===== src/rtl/pif_xbus_master.sv =====
// pif_xbus_master: turns I2C PHY command bytes into register-bus cycles and serves readback bytes once the responders have settled.
module pif_xbus_master #(
  parameter int TYPE_BITS = 2,
  parameter int DATA_BITS = 6,
  parameter int SUB_W     = 4,
  parameter int READ_LAT  = 5
) (
  input  logic                         xclk,
  input  logic                         xrst,
  input  logic                         rx_valid,
  input  logic [7:0]                   rx_data,
  input  logic                         rx_start,
  input  logic                         tx_req,
  output logic                         tx_valid,
  output logic [7:0]                   tx_data,
  output logic [2*DATA_BITS+SUB_W:0]   XI,
  input  logic [7:0]                   XO
);
  localparam int CW = $clog2(READ_LAT + 1);
  typedef enum logic [1:0] {IDLE, WAIT, SEND} state_t;
  state_t state, state_nx;
  logic [TYPE_BITS-1:0] typ;
  logic [DATA_BITS-1:0] payload, prwa, pd;
  logic [SUB_W-1:0] prdsuba;
  logic [CW-1:0] scnt;
  logic pwr, set_addr, wr, set_sub, cmd, send_go, done;
  assign typ      = rx_data[7:DATA_BITS];
  assign payload  = rx_data[DATA_BITS-1:0];
  assign set_addr = rx_valid && typ == TYPE_BITS'(0);
  assign wr       = rx_valid && typ == TYPE_BITS'(1);
  assign set_sub  = rx_valid && typ == TYPE_BITS'(2);
  assign cmd      = set_addr || wr || set_sub;
  // any incoming byte holds off the read, even a reserved one
  assign send_go  = state == WAIT && scnt == '0 && !rx_valid && !rx_start;
  assign done     = state == SEND && !rx_start;
  assign XI       = {pwr, prwa, pd, prdsuba};
  always_comb begin
    state_nx = rx_start ? IDLE :
               state == IDLE ? (tx_req ? WAIT : IDLE) :
               state == WAIT ? (send_go ? SEND : WAIT) : IDLE;
  end
  always_ff @(posedge xclk) begin
    if (xrst) begin
      state    <= IDLE;
      pwr      <= 1'b0;
      prwa     <= '0;
      pd       <= '0;
      prdsuba  <= '0;
      scnt     <= CW'(READ_LAT);
      tx_valid <= 1'b0;
      tx_data  <= '0;
    end else begin
      state    <= state_nx;
      pwr      <= wr;
      prwa     <= set_addr ? payload : prwa;
      pd       <= wr ? payload : pd;
      prdsuba  <= set_addr ? '0 : set_sub ? payload[SUB_W-1:0] : done ? prdsuba + 1'b1 : prdsuba;
      scnt     <= (cmd || done) ? CW'(READ_LAT) : scnt == '0 ? '0 : scnt - 1'b1;
      tx_valid <= send_go;
      tx_data  <= send_go ? XO : tx_data;
    end
  end
endmodule


===== config.mk =====
export PLATFORM = sky130hd
export DESIGN_NAME = pif_xbus_master
export DESIGN_NICKNAME = d
export VERILOG_FILES = /design/src/rtl/pif_xbus_master.sv
export SDC_FILE = /design/constraint.sdc
export NUM_CORES = 1
export LEC_CHECK = 0
export ABC_AREA = 0
export ABC_CLOCK_PERIOD_IN_PS = 3550
export BUFFER_PORTS_ARGS = -buffer_cell sky130_fd_sc_hd__buf_2
export CAP_MARGIN = 20
export CORE_AREA = 3 3 53 55
export CTS_BUF_LIST = sky130_fd_sc_hd__clkbuf_2
export CTS_CLUSTER_DIAMETER = 30
export DETAILED_ROUTE_END_ITERATION = 10
export DIE_AREA = 0 0 56 58
export GPL_TIMING_DRIVEN = 1
export PLACE_DENSITY = 0.76
export RECOVER_POWER = 50
export SLEW_MARGIN = 5
export SYNTH_ARGS = -nofsm -noshare
export SYNTH_HDL_FRONTEND = slang
export SYNTH_SLANG_ARGS = --single-unit

===== constraint.sdc =====
create_clock -name xclk -period 3.55 [get_ports xclk]
set_input_delay 0.1775 -clock xclk [delete_from_list [all_inputs] [get_ports xclk]]
set_output_delay 0.1775 -clock xclk [all_outputs]
set_load 0.1 [all_outputs]

Yosys cells after proc, flatten, opt, wreduce, memory -nomap -nowiden
Index checks and enable logic that the tools add are counted.
{ "word_totals": {"ff_bits": 31, "inputBits": 21} }
{ "op_classes": {"n_addsub": 2, "eq_ne": 4, "mux": 7, "n_reduce_logical": 20} }
{ "op_table": {"columns": ["op", "count"], "rows": [
  ["4-bit two-way mux", 2],
  ["1-bit logical AND", 7],
  ["2-bit two-way mux", 3],
  ["2-bit OR reduction", 3],
  ["4-bit by 1-bit adder with 4-bit output, second input constant", 1],
  ["2-bit by 1-bit == test with 1-bit output, second input constant", 2],
  ["2-bit == test, second input constant", 2],
  ["2-bit logical NOT", 2],
  ["3-bit logical NOT", 1],
  ["1-bit logical OR", 3],
  ["3-bit two-way mux", 1],
  ["3-bit OR reduction", 1],
  ["3-bit by 1-bit subtractor with 3-bit output, second input constant", 1],
  ["1-bit logical NOT", 2],
  ["2-bit nonzero test", 1],
  ["1-bit two-way mux", 1]
]} }

Longest topological paths before layout
{ "logic_depth": {"depth_word": 7, "ltp_mapped": 7, "mapped_depth_nobuf": 6} }

Worst setup path after synthesis
Ideal clock, no wire load.
{ "synth_path": {"path_kind": "reg-to-reg", "start": "register prdsuba[0]", "end": "register prdsuba[2]", "arrival_ps": 1603, "slack_ps": 1877, "stages_incl_launch_ff": 5, "path_buffers": 0, "period_less_slack_ps": 1673, "path_cell_list": "dfxtp_1 ha_1 nand2_1 xor2_1 a21oi_1"} }
{ "synth_via": {"elab_chain_cells": 3} }
{ "synth_lines": {"columns": ["item", "line", "source"], "rows": [
  ["from (decl)", "24", "logic [SUB_W-1:0] prdsuba;"],
  ["from (signal assigned)", "57", "prdsuba <= set_addr ? '0 : set_sub ? payload[SUB_W-1:0] : done ? prdsuba + 1'b1 : prdsuba;"],
  ["4-bit by 1-bit adder with 4-bit output", "57", null],
  ["4-bit two-way mux (2 in series)", "57", null]
]} }
Every way passes these cells. The select of a mux whose other input is x is not followed.
A chain may end at the register's enable or synchronous reset.

Final worst setup path
{ "layout_path": {"start": "register pd[3]", "end": "output XI[7]"} }
{ "layout_rtl": {"columns": ["item", "line", "source"], "rows": [
  ["from (decl)", "23", "logic [DATA_BITS-1:0] payload, prwa, pd;"],
  ["from (signal assigned)", "56", "pd <= wr ? payload : pd;"],
  ["to (decl)", "16", "output logic [2*DATA_BITS+SUB_W:0] XI,"]
]} }
No word-level cell between the ends.

==> impl_summary.md <==
Status
The run finished with clean final reports.

Critical path
The endpoint required time on the critical path is 3.37 ns. The startpoint identified for the worst register-to-register timing path is scnt[0]$_SDFF_PP1_. The worst register-to-register path ends at tx_data[7]$_SDFFE_PP0P_. The most critical setup path has its endpoint at XI[7].

The path length in cells of the critical path is 1. The worst setup path is captured at a primary output. For the worst flop-to-flop path, the logic depth is 6. The critical path in this run is classified as reg2out. The critical path starts at pd[3]$_SDFFE_PP0P_. The critical path's top delay family is buffers and inverters. The worst reg-to-reg setup slack is 1.94 ns.

Together, buffers and inverters on the worst path number 1. The startpoint kind of the worst setup timing path is a register. The critical path goes through clkbuf_1.

Among all stages on the critical path, the largest delay is contributed by clkbuf_1. The delay of the slowest cell on the worst path is 0.86 ns. The arrival time of data at the critical path endpoint is 1.56 ns. The highest fanout seen on the critical path is 2.

Finish
The share of layout cells above drive strength 1 is 28.48%. The final layout net count is 184. From synthesis to final layout, the design area changed by 23.20%.

The register area is 620.6 um2. Measured on the finished design, the core utilization comes to 59.00%. The final-layout fill cell count is 225. The repair_antennas step left the layout with diodes totalling 0. The area of combinational cells with multiple inputs is 490.5 um2.

CTS
The number of clock buffers added by TritonCTS is 5. The H-tree generated during clock tree synthesis spans 2 levels. Post-CTS repair changed the size of 0 cells. The clock reaches the later pin of the worst-skew pair after 0.34 ns. Clock tree synthesis selected as its root buffer the cell clkbuf_2. The clock input transition at the sequential cells of the worst setup and hold paths is 0.13 ns. The post-CTS repair timing setup buffer count is 0. Clock tree synthesis found a total of 31 sinks. After clock tree synthesis, the flow added hold-fix buffers numbering 0. Counting along the longest clock path gives a buffer depth of 2. The TritonCTS clock tree is done.

Detailed routing
Dividing the detail-routed wire length by the instance count gives 12.79 um. In the routed layout, each cell is associated on average with a via count of 4.830. After detailed routing, the total wire length is 2405 um. Across all layers, the routed design uses 908 vias. The pre-antenna-repair detailed-routing pass consisted of 4 iterations. Once detail routing completed, the nets flagged for antenna violations numbered 0.

In this run, the number of DRC markers left after iteration 0 of detailed routing was 11. For this run, design rule violations remaining after detail routing come to 0.

GRT
The via count of the first global-routing pass is 925. Entering global routing, the biggest net connects 20 pins. For this run, the total global-route usage over all layers was measured as 16.58%. The first global-routing pass estimated 4133 um of wire.

The total grt overflow is 0. The number of antenna violations at the first check in global routing is 0.

Floorplanning
The initial core utilization is 47.89%. In this run the standard cell core region covers 2432 um2. The floorplan step set the die width to 56 um. The number of core rows is 18. The die span in y is 58 um. The floorplan step defined a die boundary enclosing 3248 um2. For this design the top-level I/O count stands at 47.

Logic synthesis
After technology mapping, the gate count stands at 109. The number of synthesized flops with an enable pin is 0. After synthesis, the most frequently instantiated cells are 31 x dfxtp_1, 15 x nor2_1, 13 x mux2i_1. Sequential elements use 53.28% of the synthesized area. The share of synthesized area in the top cell type comes to 53.28%. The most common cell in the synthesized netlist is dfxtp_1. Sorting the synthesized cells by area gives the leading types as dfxtp_1 53%, mux2i_1 11%, a22o_1 6.0%. Counting flops with an async set or reset pin after synthesis yields a share of 0%. For this run, the number of Yosys warnings is 0. The number of unique standard cell types used by synthesis is 26. The cell area after technology mapping is 1165 um2. The number of nets handed over by synthesis was 134.

The top flip-flop cell by instance count after synthesis is dfxtp_1. The post-synthesis register bit count is 31. The average cell area after synthesis is 10.69 um2. The largest area contributor in the synthesized netlist is dfxtp_1.

STA
Setup repair after global routing left no endpoint under its margin. The maximum clock frequency is 574.9 MHz. The actual slew at the worst max-slew pin is 1.176 ns.

The number of failing hold endpoints at the final stage came to 0. The final setup skew is 0.005068 ns. The period utilization is 49.00%. Setup violations remaining at the end of the flow were counted as 0. The clock period could shrink to 1.740 ns. Adding up every negative setup slack in the final design gives 0 ns. The max-slew violation count is 0. The headroom to the max-slew limit is 21.96%.

Placement
The congestion estimate from routability-driven global placement came to 0.7680. Once detailed placement completed, the half-perimeter wirelength came to 1852 um. The number of port buffers is 46.

Power
In this run, the clock network consumes 24.2% of the power. For this design the ratio of total power to cell area is 430.4 nW/um2. The maximum vdd ir drop is 0.0002982 V.

The internal power of the cells totals 0.4289 mW. In this run switching power makes up 30.56% of total power. Registers are responsible for 58.8% of the overall power. The fraction of power consumed by combinational cells is 16.9%. The net switching power of the design is 0.1887 mW. The total leakage power is 0.6891 nW.

Flow run
The total of max-cap violations is 0.

Hold path
The min-delay analysis places its worst path in the category in2reg.
routing by layer:
layer	wire length, um	track usage, %
met4	54	9.153
met3	139	5.791
met2	1144	27.05
met1	1066	19.09
met5	0	0
sequential cells by signal, indices dropped and copies added, names as in the netlist:
| signal | count |
|---|---|
| pd | 6 |
| pwr | 1 |
| tx_data | 8 |
| state | 2 |
| prwa | 6 |
| tx_valid | 1 |
| scnt | 3 |
| prdsuba | 4 |
power groups by stage:
stage | combinational, mW | clock, mW | sequential [mW]
6_report | 0.105 | 0.150 | 0.363
5_1_grt | 0.111 | 0.176 | 0.365
4_1_cts | 0.104 | 0.155 | 0.364
3_5_place_dp | 0.104 | 0 | 0.371
3_3_place_gp | 0.102 | 0 | 0.371
2_1_floorplan | 0.0300 | 0 | 0.419
cells in the final DEF (no fill, tap or decap):
cell type / Yosys / final
a211oi_1: 1 / 1
a21oi_1: 3 / 3
a21oi_2: 1 / 1
a22o_1: 8 / 8
and2b_1: 1 / 1
and4b_4: 1 / 1
buf_2: 3 / 36
clkbuf_1: 1 / 11
clkbuf_2: 0 / 6
dfxtp_1: 31 / 31
dlygate4sd3_1: 0 / 2
ha_1: 4 / 4
inv_1: 4 / 4
mux2i_1: 13 / 13
nand2_1: 2 / 2
nand2b_1: 1 / 1
nand3b_1: 2 / 2
nand4_1: 1 / 1
nor2_1: 15 / 15
nor2_2: 1 / 1
nor2b_1: 1 / 1
nor3_1: 1 / 1
nor3b_1: 2 / 3
o21ai_0: 6 / 6
xnor2_1: 1 / 1
xor2_1: 2 / 2
per-stage QoR:
| stage | cells | setup WS, ns | cell area [um2] | hold WS, ns | power (mW) |
|---|---|---|---|---|---|
| 4_1_cts | 185 | 1.928 | 1429 | 0.01745 | 0.6230 |
| 6_report | 188 | 1.810 | 1435 | 0.03840 | 0.6177 |
| 2_1_floorplan | 109 | 1.877 | 1165 | 0.3032 | 0.4491 |
| 3_3_place_gp | 179 | 1.885 | 1399 | 0.3869 | 0.4724 |
| 3_5_place_dp | 179 | 1.771 | 1399 | 0.3892 | 0.4750 |
| 5_1_grt | 188 | 1.731 | 1435 | 0.01219 | 0.6526 |
cell type report:
type,count,area share (%)
clock buffer,6,2.092
inverter,4,1.046
multi-input combinational,68,34.18
sequential,31,43.24
tap,30,2.616
timing repair buffer,49,16.83
how the worst min path moves through the flow:
stage | startpoint | end | slack [ns] | depth (start not counted)
after floorplan | XO[0] | tx_data[0]$_SDFFE_PP0P_ | 0.30 | 1
after global placement | XO[7] | tx_data[7]$_SDFFE_PP0P_ | 0.39 | 2
after detailed placement | XO[4] | tx_data[4]$_SDFFE_PP0P_ | 0.39 | 2
after CTS | XO[4] | tx_data[4]$_SDFFE_PP0P_ | 0.02 | 2
after global routing | XO[3] | tx_data[3]$_SDFFE_PP0P_ | 0.01 | 2
final | XO[4] | tx_data[4]$_SDFFE_PP0P_ | 0.04 | 2
cell families (layout without fill, tap and decap cells):
kind of cell | Yosys count | in the layout | share of synthesized area, %
DFF | 31 | 31 | 53.28
and+or+nand+nor | 29 | 29 | 13.53
AOI/OAI and AO/OA | 19 | 19 | 11.28
muxes | 13 | 13 | 11.17
buffers and inverters | 10 | 59 | 4.188
adders and majority gates | 4 | 4 | 4.297
xor gates and xnor gates | 3 | 3 | 2.256
Power figures use the tool's default switching activity.
